**src/rtl/btb_pkg.sv**
```systemverilog
// Shared BTB update types; the update struct is also used by the BTB harness wrapper.
package btb_pkg;

  localparam int BTB_PC_BITS = 64;

  typedef struct packed {
    logic [BTB_PC_BITS-1:0] pc;
    logic [BTB_PC_BITS-1:0] target;
    logic                   is_br;
    logic                   is_jal;
  } btb_update_t;

endpackage

```
**src/rtl/btb_update_match.sv**
```systemverilog
// Combinational DEPTH-way PC compare used to coalesce updates into live, non-head entries.
module btb_update_match #(
  parameter int DEPTH   = 8,
  parameter int PC_BITS = 64,
  parameter int PTR_W   = 3
) (
  input  logic [DEPTH*PC_BITS-1:0] pcs,
  input  logic [DEPTH-1:0]         valid,
  input  logic [PTR_W-1:0]         head,
  input  logic [PC_BITS-1:0]       pc,
  output logic [DEPTH-1:0]         hit_vec,
  output logic                     hit
);

  // The head is masked so the entry on upd_* never changes under backpressure.
  always_comb begin
    hit_vec = '0;
    for (int i = 0; i < DEPTH; i++) begin
      hit_vec[i] = valid[i] && (PTR_W'(i) != head) && (pcs[i*PC_BITS +: PC_BITS] == pc);
    end
    hit = |hit_vec;
  end

endmodule

```
**src/rtl/btb_update_queue.sv**
```systemverilog
// Queue between branch resolution and the BTB update port: filters not-taken branches,
// coalesces repeat PCs in place and drains one update per cycle.
module btb_update_queue
  import btb_pkg::*;
#(
  parameter int DEPTH    = 8,
  parameter int PC_BITS  = BTB_PC_BITS,
  parameter int CNT_BITS = 16
) (
  input  logic                       clock,
  input  logic                       reset,
  input  logic                       enq_valid,
  output logic                       enq_ready,
  input  logic [PC_BITS-1:0]         enq_pc,
  input  logic [PC_BITS-1:0]         enq_target,
  input  logic                       enq_is_br,
  input  logic                       enq_is_jal,
  input  logic                       enq_taken,
  output logic                       upd_valid,
  input  logic                       upd_ready,
  output logic [PC_BITS-1:0]         upd_pc,
  output logic [PC_BITS-1:0]         upd_target,
  output logic                       upd_is_br,
  output logic                       upd_is_jal,
  output logic [$clog2(DEPTH+1)-1:0] count,
  output logic [CNT_BITS-1:0]        drop_cnt,
  output logic [CNT_BITS-1:0]        coal_cnt
);

  localparam int PTR_W = $clog2(DEPTH);
  localparam int CNT_W = $clog2(DEPTH+1);

  function automatic logic [CNT_BITS-1:0] sat_inc(input logic [CNT_BITS-1:0] v);
    return (&v) ? v : v + CNT_BITS'(1);
  endfunction

  logic [PC_BITS-1:0] pc_mem_q     [DEPTH];
  logic [PC_BITS-1:0] pc_mem_d     [DEPTH];
  logic [PC_BITS-1:0] target_mem_q [DEPTH];
  logic [PC_BITS-1:0] target_mem_d [DEPTH];
  logic [DEPTH-1:0]   is_br_mem_q, is_br_mem_d;
  logic [DEPTH-1:0]   is_jal_mem_q, is_jal_mem_d;

  logic [DEPTH-1:0]    vld_q, vld_d;
  logic [PTR_W-1:0]    head_q, head_d;
  logic [PTR_W-1:0]    tail_q, tail_d;
  logic [CNT_W-1:0]    count_q, count_d;
  logic [CNT_BITS-1:0] drop_cnt_q, drop_cnt_d;
  logic [CNT_BITS-1:0] coal_cnt_q, coal_cnt_d;

  logic [DEPTH*PC_BITS-1:0] pcs_flat;
  logic [DEPTH-1:0]         hit_vec;
  logic                     hit;
  logic                     enq_fire, filtered, coalesce, alloc, deq;

  always_comb begin
    pcs_flat = '0;
    for (int i = 0; i < DEPTH; i++) begin
      pcs_flat[i*PC_BITS +: PC_BITS] = pc_mem_q[i];
    end
  end

  btb_update_match #(
    .DEPTH   (DEPTH),
    .PC_BITS (PC_BITS),
    .PTR_W   (PTR_W)
  ) u_match (
    .pcs     (pcs_flat),
    .valid   (vld_q),
    .head    (head_q),
    .pc      (enq_pc),
    .hit_vec (hit_vec),
    .hit     (hit)
  );

  // Ready is a function of occupancy only, so a full queue stalls even when draining.
  assign enq_ready  = reset && (count_q != CNT_W'(DEPTH));
  assign upd_valid  = reset && (count_q != '0);
  assign upd_pc     = pc_mem_q[head_q];
  assign upd_target = target_mem_q[head_q];
  assign upd_is_br  = is_br_mem_q[head_q];
  assign upd_is_jal = is_jal_mem_q[head_q];
  assign count      = count_q;
  assign drop_cnt   = drop_cnt_q;
  assign coal_cnt   = coal_cnt_q;

  always_comb begin
    enq_fire = enq_valid && enq_ready;
    filtered = enq_fire && enq_is_br && !enq_taken;
    coalesce = enq_fire && !filtered && hit;
    alloc    = enq_fire && !filtered && !hit;
    deq      = upd_valid && upd_ready;
  end

  always_comb begin
    vld_d      = vld_q;
    head_d     = head_q;
    tail_d     = tail_q;
    count_d    = count_q;
    drop_cnt_d = drop_cnt_q;
    coal_cnt_d = coal_cnt_q;
    if (filtered) drop_cnt_d = sat_inc(drop_cnt_q);
    if (coalesce) coal_cnt_d = sat_inc(coal_cnt_q);
    if (deq) begin
      vld_d[head_q] = 1'b0;
      head_d        = head_q + PTR_W'(1);
    end
    if (alloc) begin
      vld_d[tail_q] = 1'b1;
      tail_d        = tail_q + PTR_W'(1);
    end
    case ({alloc, deq})
      2'b10:   count_d = count_q + CNT_W'(1);
      2'b01:   count_d = count_q - CNT_W'(1);
      default: count_d = count_q;
    endcase
  end

  always_comb begin
    pc_mem_d     = pc_mem_q;
    target_mem_d = target_mem_q;
    is_br_mem_d  = is_br_mem_q;
    is_jal_mem_d = is_jal_mem_q;
    if (alloc) begin
      pc_mem_d[tail_q]     = enq_pc;
      target_mem_d[tail_q] = enq_target;
      is_br_mem_d[tail_q]  = enq_is_br;
      is_jal_mem_d[tail_q] = enq_is_jal;
    end
    for (int i = 0; i < DEPTH; i++) begin
      if (coalesce && hit_vec[i]) begin
        target_mem_d[i] = enq_target;
        is_br_mem_d[i]  = enq_is_br;
        is_jal_mem_d[i] = enq_is_jal;
      end
    end
  end

  always_ff @(posedge clock) begin
    if (!reset) begin
      vld_q      <= '0;
      head_q     <= '0;
      tail_q     <= '0;
      count_q    <= '0;
      drop_cnt_q <= '0;
      coal_cnt_q <= '0;
    end else begin
      vld_q      <= vld_d;
      head_q     <= head_d;
      tail_q     <= tail_d;
      count_q    <= count_d;
      drop_cnt_q <= drop_cnt_d;
      coal_cnt_q <= coal_cnt_d;
    end
  end

  // Payload storage carries no reset; validity is tracked by vld_q and count_q.
  always_ff @(posedge clock) begin
    pc_mem_q     <= pc_mem_d;
    target_mem_q <= target_mem_d;
    is_br_mem_q  <= is_br_mem_d;
    is_jal_mem_q <= is_jal_mem_d;
  end

endmodule

```
**config.mk**
```make
export PLATFORM = sky130hd
export DESIGN_NAME = btb_update_queue
export DESIGN_NICKNAME = d
export VERILOG_FILES = /design/src/rtl/btb_pkg.sv /design/src/rtl/btb_update_match.sv /design/src/rtl/btb_update_queue.sv
export SDC_FILE = /design/constraint.sdc
export NUM_CORES = 2
export LEC_CHECK = 0
export BUFFER_PORTS_ARGS = -buffer_cell sky130_fd_sc_hd__buf_2
export CORE_MARGIN = 3
export CORE_UTILIZATION = 45
export CTS_BUF_LIST = sky130_fd_sc_hd__clkbuf_16
export CTS_CLUSTER_DIAMETER = 50
export CTS_CLUSTER_SIZE = 10
export DETAILED_ROUTE_END_ITERATION = 8
export HOLD_SLACK_MARGIN = 0.08
export SLEW_MARGIN = 20
export SYNTH_ARGS = -nofsm -noshare
export SYNTH_HDL_FRONTEND = slang
export SYNTH_SLANG_ARGS = --single-unit
export TNS_END_PERCENT = 100
```
**constraint.sdc**
```tcl
create_clock -name clock -period 7.04 [get_ports clock]
set_clock_uncertainty 0.05 [all_clocks]
set_input_delay 0 -clock clock [delete_from_list [all_inputs] [get_ports clock]]
set_output_delay 0 -clock clock [all_outputs]
set_load 0.05 [all_outputs]
```
Yosys cells after proc, flatten, opt, wreduce, memory -nomap -nowiden
Index checks and enable logic that the tools add are counted.
{"block": "word_totals", "ramBits": 0, "register_bits": 1090, "n_memories": 0, "inputBits": 135, "mem_bits_ro": 0, "output_inout_bits": 168, "latch_bits": 0}
{"block": "classes", "shifts": 0, "n_eq_ne": 18, "n_mux": 50, "n_div": 0, "addsub": 6, "magnitude_cmp": 7, "n_bitwise": 7, "n_mul": 0, "n_reduce_logical": 55}
{"cell": "$bwmux W512", "n": 2}
{"cell": "$mux W64", "n": 13}
{"cell": "$eq A64 B64 Y1", "n": 8}
{"cell": "$mux W512", "n": 1}
{"cell": "$bmux W64 S3", "n": 2}
{"cell": "$demux W64 S3", "n": 1}
{"cell": "$logic_and A1 B1 Y1", "n": 36}
{"cell": "$add A16 B1 Y16 const B", "n": 2}
{"cell": "$mux W8", "n": 4}
{"cell": "$reduce_and A16 Y1", "n": 2}
{"cell": "$mux W1", "n": 20}
{"cell": "$reduce_bool A2 Y1", "n": 9}
{"cell": "$bwmux W8", "n": 2}
{"cell": "$ne A3 B3 Y1 const A", "n": 4}
{"cell": "$and A8 B8 Y8", "n": 1}
{"cell": "$ge A4 B4 Y1 const B", "n": 2}
{"cell": "$lt A3 B4 Y1 const B", "n": 2}
{"cell": "$not A3 Y4", "n": 2}
{"cell": "$not A8 Y8", "n": 1}
{"cell": "$or A8 B8 Y8", "n": 1}
{"cell": "$pmux W4 S2", "n": 1}
{"cell": "$reduce_or A8 Y1", "n": 1}
{"cell": "$add A3 B1 Y3 const B", "n": 2}
{"cell": "$bmux W1 S3", "n": 2}
{"cell": "15 further kinds", "n": 22}

Longest topological paths before layout
{"block": "depth", "word_depth": 10, "depth_mapped": 18, "depth_no_buf": 16}

Hierarchy
From an unflattened synthesis, not the netlist that was laid out.
{"block": "unflattened", "cells_unflattened": 3273, "hier_area_um2": 51604.5}
{"module": "btb_update_queue", "area_each_um2": 45293.4, "cells_per_inst": 2429, "n_inst": 1, "seq_area_each_um2": 32230.9}
{"module": "btb_update_match", "area_each_um2": 6311.1, "cells_per_inst": 844, "n_inst": 1, "seq_area_each_um2": 0.0}

Worst setup path after synthesis
No wires, ideal clock.
{"block": "synth_timing", "path_type": "reg2reg", "startpoint": "register count_q[0] (netlist: count[0])", "endpoint": "register is_br_mem_q[7] (enable)", "t_arrival_ns": 7.242, "path_slack_ns": -0.833, "stages_incl_launch_ff": 7, "setup_time_ns": 0.581, "cell_sequence": "dfxtp_1 nor3_1 a21oi_1 and3_1 clkbuf_1 nand2_1 o21ai_0"}
{"block": "synth_via", "elab_chain_cells": 10, "word_cells_on_any_way": 11, "cone_classes": "1 x eq/ne; 10 x reduce/logical"}
{"item": "from (decl)", "line_no": "btb_update_queue.sv:47", "rtl": "logic [CNT_W-1:0] count_q, count_d;"}
{"item": "from (signal assigned)", "line_no": "btb_update_queue.sv:151", "rtl": "count_q <= count_d;"}
{"item": "$ne A4 B4 Y1 *", "line_no": "btb_update_queue.sv:77", "rtl": "assign enq_ready = reset && (count_q != CNT_W'(DEPTH));"}
{"item": "$logic_and A1 B1 Y1 *", "line_no": "btb_update_queue.sv:77"}
{"item": "net enq_ready", "line_no": "btb_update_queue.sv:13", "rtl": "output logic enq_ready,"}
{"item": "$logic_and A1 B1 Y1 *", "line_no": "btb_update_queue.sv:88", "rtl": "enq_fire = enq_valid && enq_ready;"}
{"item": "$logic_and A1 B1 Y1 (2 in a row)", "line_no": "btb_update_queue.sv:89", "rtl": "filtered = enq_fire && enq_is_br && !enq_taken;"}
{"item": "$logic_not A1 Y1", "line_no": "btb_update_queue.sv:90, btb_update_queue.sv:91"}
{"item": "$logic_and A1 B1 Y1 *", "line_no": "btb_update_queue.sv:90, btb_update_queue.sv:91"}
{"item": "$logic_and A1 B1 Y1", "line_no": "btb_update_queue.sv:90", "rtl": "coalesce = enq_fire && !filtered && hit;"}
{"item": "$logic_and A1 B1 Y1", "line_no": "btb_update_queue.sv:131", "rtl": "if (coalesce && hit_vec[i]) begin"}
{"item": "$reduce_bool A2 Y1 (no source line) *"}
{"item": "to (signal assigned)", "line_no": "btb_update_queue.sv:161", "rtl": "is_br_mem_q <= is_br_mem_d;"}
{"item": "to (decl)", "line_no": "btb_update_queue.sv:41", "rtl": "logic [DEPTH-1:0] is_br_mem_q, is_br_mem_d;"}
The timed path passes the listed nets; every way through them passes the cells marked *.
A chain may end at the register's enable or synchronous reset.

Worst setup path in the final report
{"block": "layout_timing", "startpoint": "register head_q[2]", "endpoint": "output port upd_pc[9]"}
{"block": "layout_via", "elab_chain_cells": 4}
{"item": "from (decl)", "line_no": "btb_update_queue.sv:45", "rtl": "logic [PTR_W-1:0] head_q, head_d;"}
{"item": "from (signal assigned)", "line_no": "btb_update_queue.sv:142", "rtl": "head_q <= '0;"}
{"item": "from (signal assigned)", "line_no": "btb_update_queue.sv:149", "rtl": "head_q <= head_d;"}
{"item": "$not A3 Y4 (implied by the code)", "line_no": "btb_update_queue.sv:79", "rtl": "assign upd_pc = pc_mem_q[head_q];"}
{"item": "$bmux W64 S3", "line_no": "btb_update_queue.sv:79"}
{"item": "$mux W64 (implied by the code) (2 in a row)", "line_no": "btb_update_queue.sv:79"}
{"item": "to (decl)", "line_no": "btb_update_queue.sv:21", "rtl": "output logic [PC_BITS-1:0] upd_pc,"}
Every way passes these cells. The select of a mux whose other input is x is not followed.

==> run summary <==
Run status
* result of the run: finished, final reports clean

Clock network
* clk_lat worst skew: 0.76 ns
* clock tree from TritonCTS: built
* maximum level of the CTS H-tree: 4
* maximum buffer depth of the clock tree: 3
* number of clock sinks: 1090
* cell chosen for the clock root: sky130_fd_sc_hd__clkbuf_16
* Inserted Clock Buffers: 143
* Clock transition at path regs: 0.05 ns
* number of setup buffers added after CTS: 0

GRT
* sum of overflow across all layers after global routing: 0
* number of antenna violations at the first check in global routing: 13
* first-pass GRT wire length: 243000 um
* global routing usage summed across all routing layers: 29.2%
* vias in the first global route: 32100
* maximum number of pins on one net before global-route repair: 101

Worst setup path
* crit end category: primary output
* RR Startpoint: head_q[2]$_SDFFE_PN0P_
* arrival time reported for the critical path endpoint: 5.45 ns
* capture instance of the worst register-to-register path: target_mem_q[185]$_DFFE_PP_
* Worst path depth: 7
* data required time at the worst endpoint: 6.99 ns
* highest net fanout along the worst path: 55
* slowest cell delay on critical path: 1.02 ns
* CP delay by family, top: buffers and inverters
* Most Frequent Cell on Critical Path: sky130_fd_sc_hd__buf_4
* r2r setup slk: 1.94 ns
* number of buffer and inverter stages on the critical path: 4
* cells along the critical path: buf_4 > buf_4 > buf_4 > mux4_2 > nand2_1 > nand2_1 > buf_2
* critical path startpoint category: flop
* worst r2r path cells: 12
* critical path launch point: head_q[2]$_SDFFE_PN0P_
* worst setup path class: flop to primary output
* Critical-path top delay cell: sky130_fd_sc_hd__dfxtp_4

STA
* total setup violations reported at the end of the flow: 0
* count of pins over their slew limit: 0
* Final TNS setup: 0 ns
* maximum clock rate: 0.182 GHz
* setup repair after global routing missed its margin: no
* tightest slew margin relative to the limit: 24.2%
* shortest clock period the worst path allows after layout: 5.50 ns
* ratio of final minimum period to clock period: 78.2%
* Fin. Hold Viols: 0
* slew at the pin closest to its max-slew limit: 1.14 ns

Yosys
* synthesized-area fraction occupied by xor and xnor cells: 7.63%
* share of synthesized flip-flops with an asynchronous set or reset: 0%
* number of nets produced by synthesis: 3693
* compound-cell area share of the yosys netlist: 1.95%
* Synth Area in Adders: 0.331%
* number of synthesized register bits: 1090
* largest family of logic cells by synthesized area: simple AND/OR/NAND/NOR gates
* Post-synth top flop: sky130_fd_sc_hd__edfxtp_1
* proportion of synthesized area in mux cells: 11.4%
* number of flops mapped to enable cells by yosys: 1040
* post-synthesis instance area: 0.0514 mm^2
* Synth Area in Simple Gates: 13.7%
* cell count after synthesis: 3545
* count of unique library cells instantiated by Yosys: 64
* yosys synthesis warning count: 0
* Synth Area per Inst: 14.5 um^2
* sequential cell area fraction in the yosys report: 62.7%

Power and ir drop
* Static Leakage: 20.2 nW
* share of total power consumed by net switching: 25.7%
* Logic pwr share: 11.5%
* P per Cell Area: 260 mW/mm^2
* fraction of power consumed by sequential logic: 45.9%
* Internal: 11.6 mW
* clock network fraction of design power: 42.6%
* switching component of the power: 4.02 mW
* peak ir drop on the vdd network: 0.181 mV
* Power Total: 15.7 mW

Die
* I/O pins: 303
* Initial Util: 45.5%
* Core Box Area: 0.113 mm^2
* standard-cell rows: 123
* DIE AREA: 0.118 mm^2
* die width: 344 um
* chip height: 344 um

Place
* number of buffers added on ports: 302
* final weighted congestion in routability-driven placement: 1.07
* total half-perimeter wirelength after legalization and detailed placement: 116000 um

Layout
* nets@finish: 4111
* most common cell after layout, fill and taps aside: sky130_fd_sc_hd__edfxtp_1
* FF+latch area: 0.0322 mm^2
* combined area of the multi-input logic cells: 0.0182 mm^2
* layout cell share with drive strength beyond 1: 20.5%
* fillcell total: 9431
* area added between synthesis and finish: 17.1%
* commonest cells after routing, fill and taps aside: sky130_fd_sc_hd__edfxtp_1, sky130_fd_sc_hd__nor2b_1, sky130_fd_sc_hd__nand2_1

Routing
* routed vias/inst: 5.88
* DR vias: 32600
* TritonRoute pass-1 iters: 5
* Antenna Nets Post-Route: 0
* total routed wirelength: 173000 um
* number of DRC markers in iteration 0: 3733
* average routed wire per standard cell: 31.3 um
* number of design rule violations left after detail routing: 0

Run
* Max-Cap Viols: 0

Min path
* class of the tightest hold or removal check: input pin to flop
* Worst Min Path Start: enq_target[29]
* cell depth of the worst min-delay path: 3
* destination of the worst hold path: target_mem_q[29]$_DFFE_PP_

[worst reg2reg max path, delay by kind of cell, from the launching register on]
kind / cells / cell delay [ns]
simple gates: 6 / 1.59
flops: 1 / 1.02
buf+inv: 2 / 0.92
compound gates: 3 / 0.80
fa+ha+maj: 1 / 0.29
[worst max path at each step]
stage	end	slack [ns]
after floorplan	is_br_mem_q[3]$_DFFE_PP_	0.64
after global placement	count[3]$_SDFFE_PN0P_	1.99
after detailed placement	target_mem_q[313]$_DFFE_PP_	1.96
after CTS	upd_pc[9]	1.45
after global routing	upd_pc[9]	1.28
final	upd_pc[9]	1.54
[state kept, by name, summed over array words and instances (netlist names)]
signal and cells:
count 4, coal_cnt 16, is_jal_mem_q 8, target_mem_q 512
is_br_mem_q 8, tail_q 3, drop_cnt 16, pc_mem_q 512
vld_q 8, head_q 3
[Yosys cell counts (22+ instances only)]
| cell type | count | area [um^2] |
|---|---|---|
| sky130_fd_sc_hd__nand2b_1 | 55 | 344 |
| sky130_fd_sc_hd__nor2_1 | 46 | 173 |
| sky130_fd_sc_hd__edfxtp_1 | 1040 | 31200 |
| sky130_fd_sc_hd__buf_2 | 60 | 300 |
| sky130_fd_sc_hd__xnor2_1 | 389 | 3410 |
| sky130_fd_sc_hd__buf_1 | 49 | 184 |
| sky130_fd_sc_hd__mux4_2 | 260 | 5860 |
| sky130_fd_sc_hd__nand4_1 | 110 | 688 |
| sky130_fd_sc_hd__nor4_1 | 43 | 269 |
| sky130_fd_sc_hd__and2_1 | 138 | 863 |
| sky130_fd_sc_hd__xor2_1 | 59 | 517 |
| sky130_fd_sc_hd__nand3_1 | 33 | 165 |
| sky130_fd_sc_hd__dfxtp_1 | 50 | 1000 |
| sky130_fd_sc_hd__a21oi_1 | 22 | 110 |
| sky130_fd_sc_hd__inv_1 | 56 | 210 |
| sky130_fd_sc_hd__nand2_1 | 417 | 1570 |
| sky130_fd_sc_hd__nor2b_1 | 416 | 2600 |
| sky130_fd_sc_hd__clkbuf_1 | 110 | 413 |
[what timing repair did]
action	in CTS	in global routing
hold buffers	150	0
resized for setup	0	0
hold endpoints to repair	1085	0
[cell families (layout without fill, tap and decap cells)]
| group | after synthesis | count (layout) |
|---|---|---|
| multiplexers | 263 | 263 |
| adder cells (fa/ha/maj) | 13 | 13 |
| other | 0 | 11 |
| AO/OA/AOI/OAI | 133 | 133 |
| buffers and inverters | 282 | 773 |
| XOR/XNOR | 448 | 448 |
| AND/OR/NAND/NOR | 1316 | 1316 |
| flip-flops | 1090 | 1090 |
[power groups by stage]
stage / sequential (mW) / clock, mW / combinational, mW
finish: 7.19 / 6.66 / 1.80
global route: 7.19 / 6.99 / 1.88
CTS: 7.19 / 6.75 / 1.80
detailed placement: 7.32 / 0 / 1.72
global placement: 7.32 / 0 / 1.73
floorplan: 7.29 / 0 / 1.14
[cell type report]
cell class | instances | share of cell area [%]
Tap cell | 1500 | 3.12
Inverter | 59 | 0.380
Clock inverter | 71 | 0.902
Clock buffer | 147 | 6.11
Multi-Input combinational cell | 2173 | 30.2
Timing Repair Buffer | 496 | 5.69
Antenna cell | 11 | 0.0457
Sequential cell | 1090 | 53.5
[metal layers]
| layer | vias to the layer above | global-route usage, % | wire [um] |
|---|---|---|---|
| met1 | 16900 | 40.0 | 70800 |
| met2 | 1563 | 45.6 | 81100 |
| met3 | 304 | 6.48 | 14600 |
| met4 | 4 | 11.4 | 7040 |
| met5 | - | 0 | 26 |
| li1 | 13900 | - | - |
[per-stage QoR]
step / util [%] / instance area (um^2) / cells / hold slack (ns) / worst slack, ns
4_1_cts: 53.3 / 60200 / 5535 / 0.0805 / 1.45
3_5_place_dp: 48.2 / 54500 / 5167 / 0.317 / 1.96
6_report: 53.3 / 60200 / 5547 / 0.126 / 1.54
3_3_place_gp: 48.1 / 54400 / 5164 / 0.319 / 1.99
2_1_floorplan: - / 51400 / 3545 / 0.0489 / 0.637
5_1_grt: 53.3 / 60200 / 5542 / 0.123 / 1.28
No activity file was read; power rests on OpenSTA's default activity.
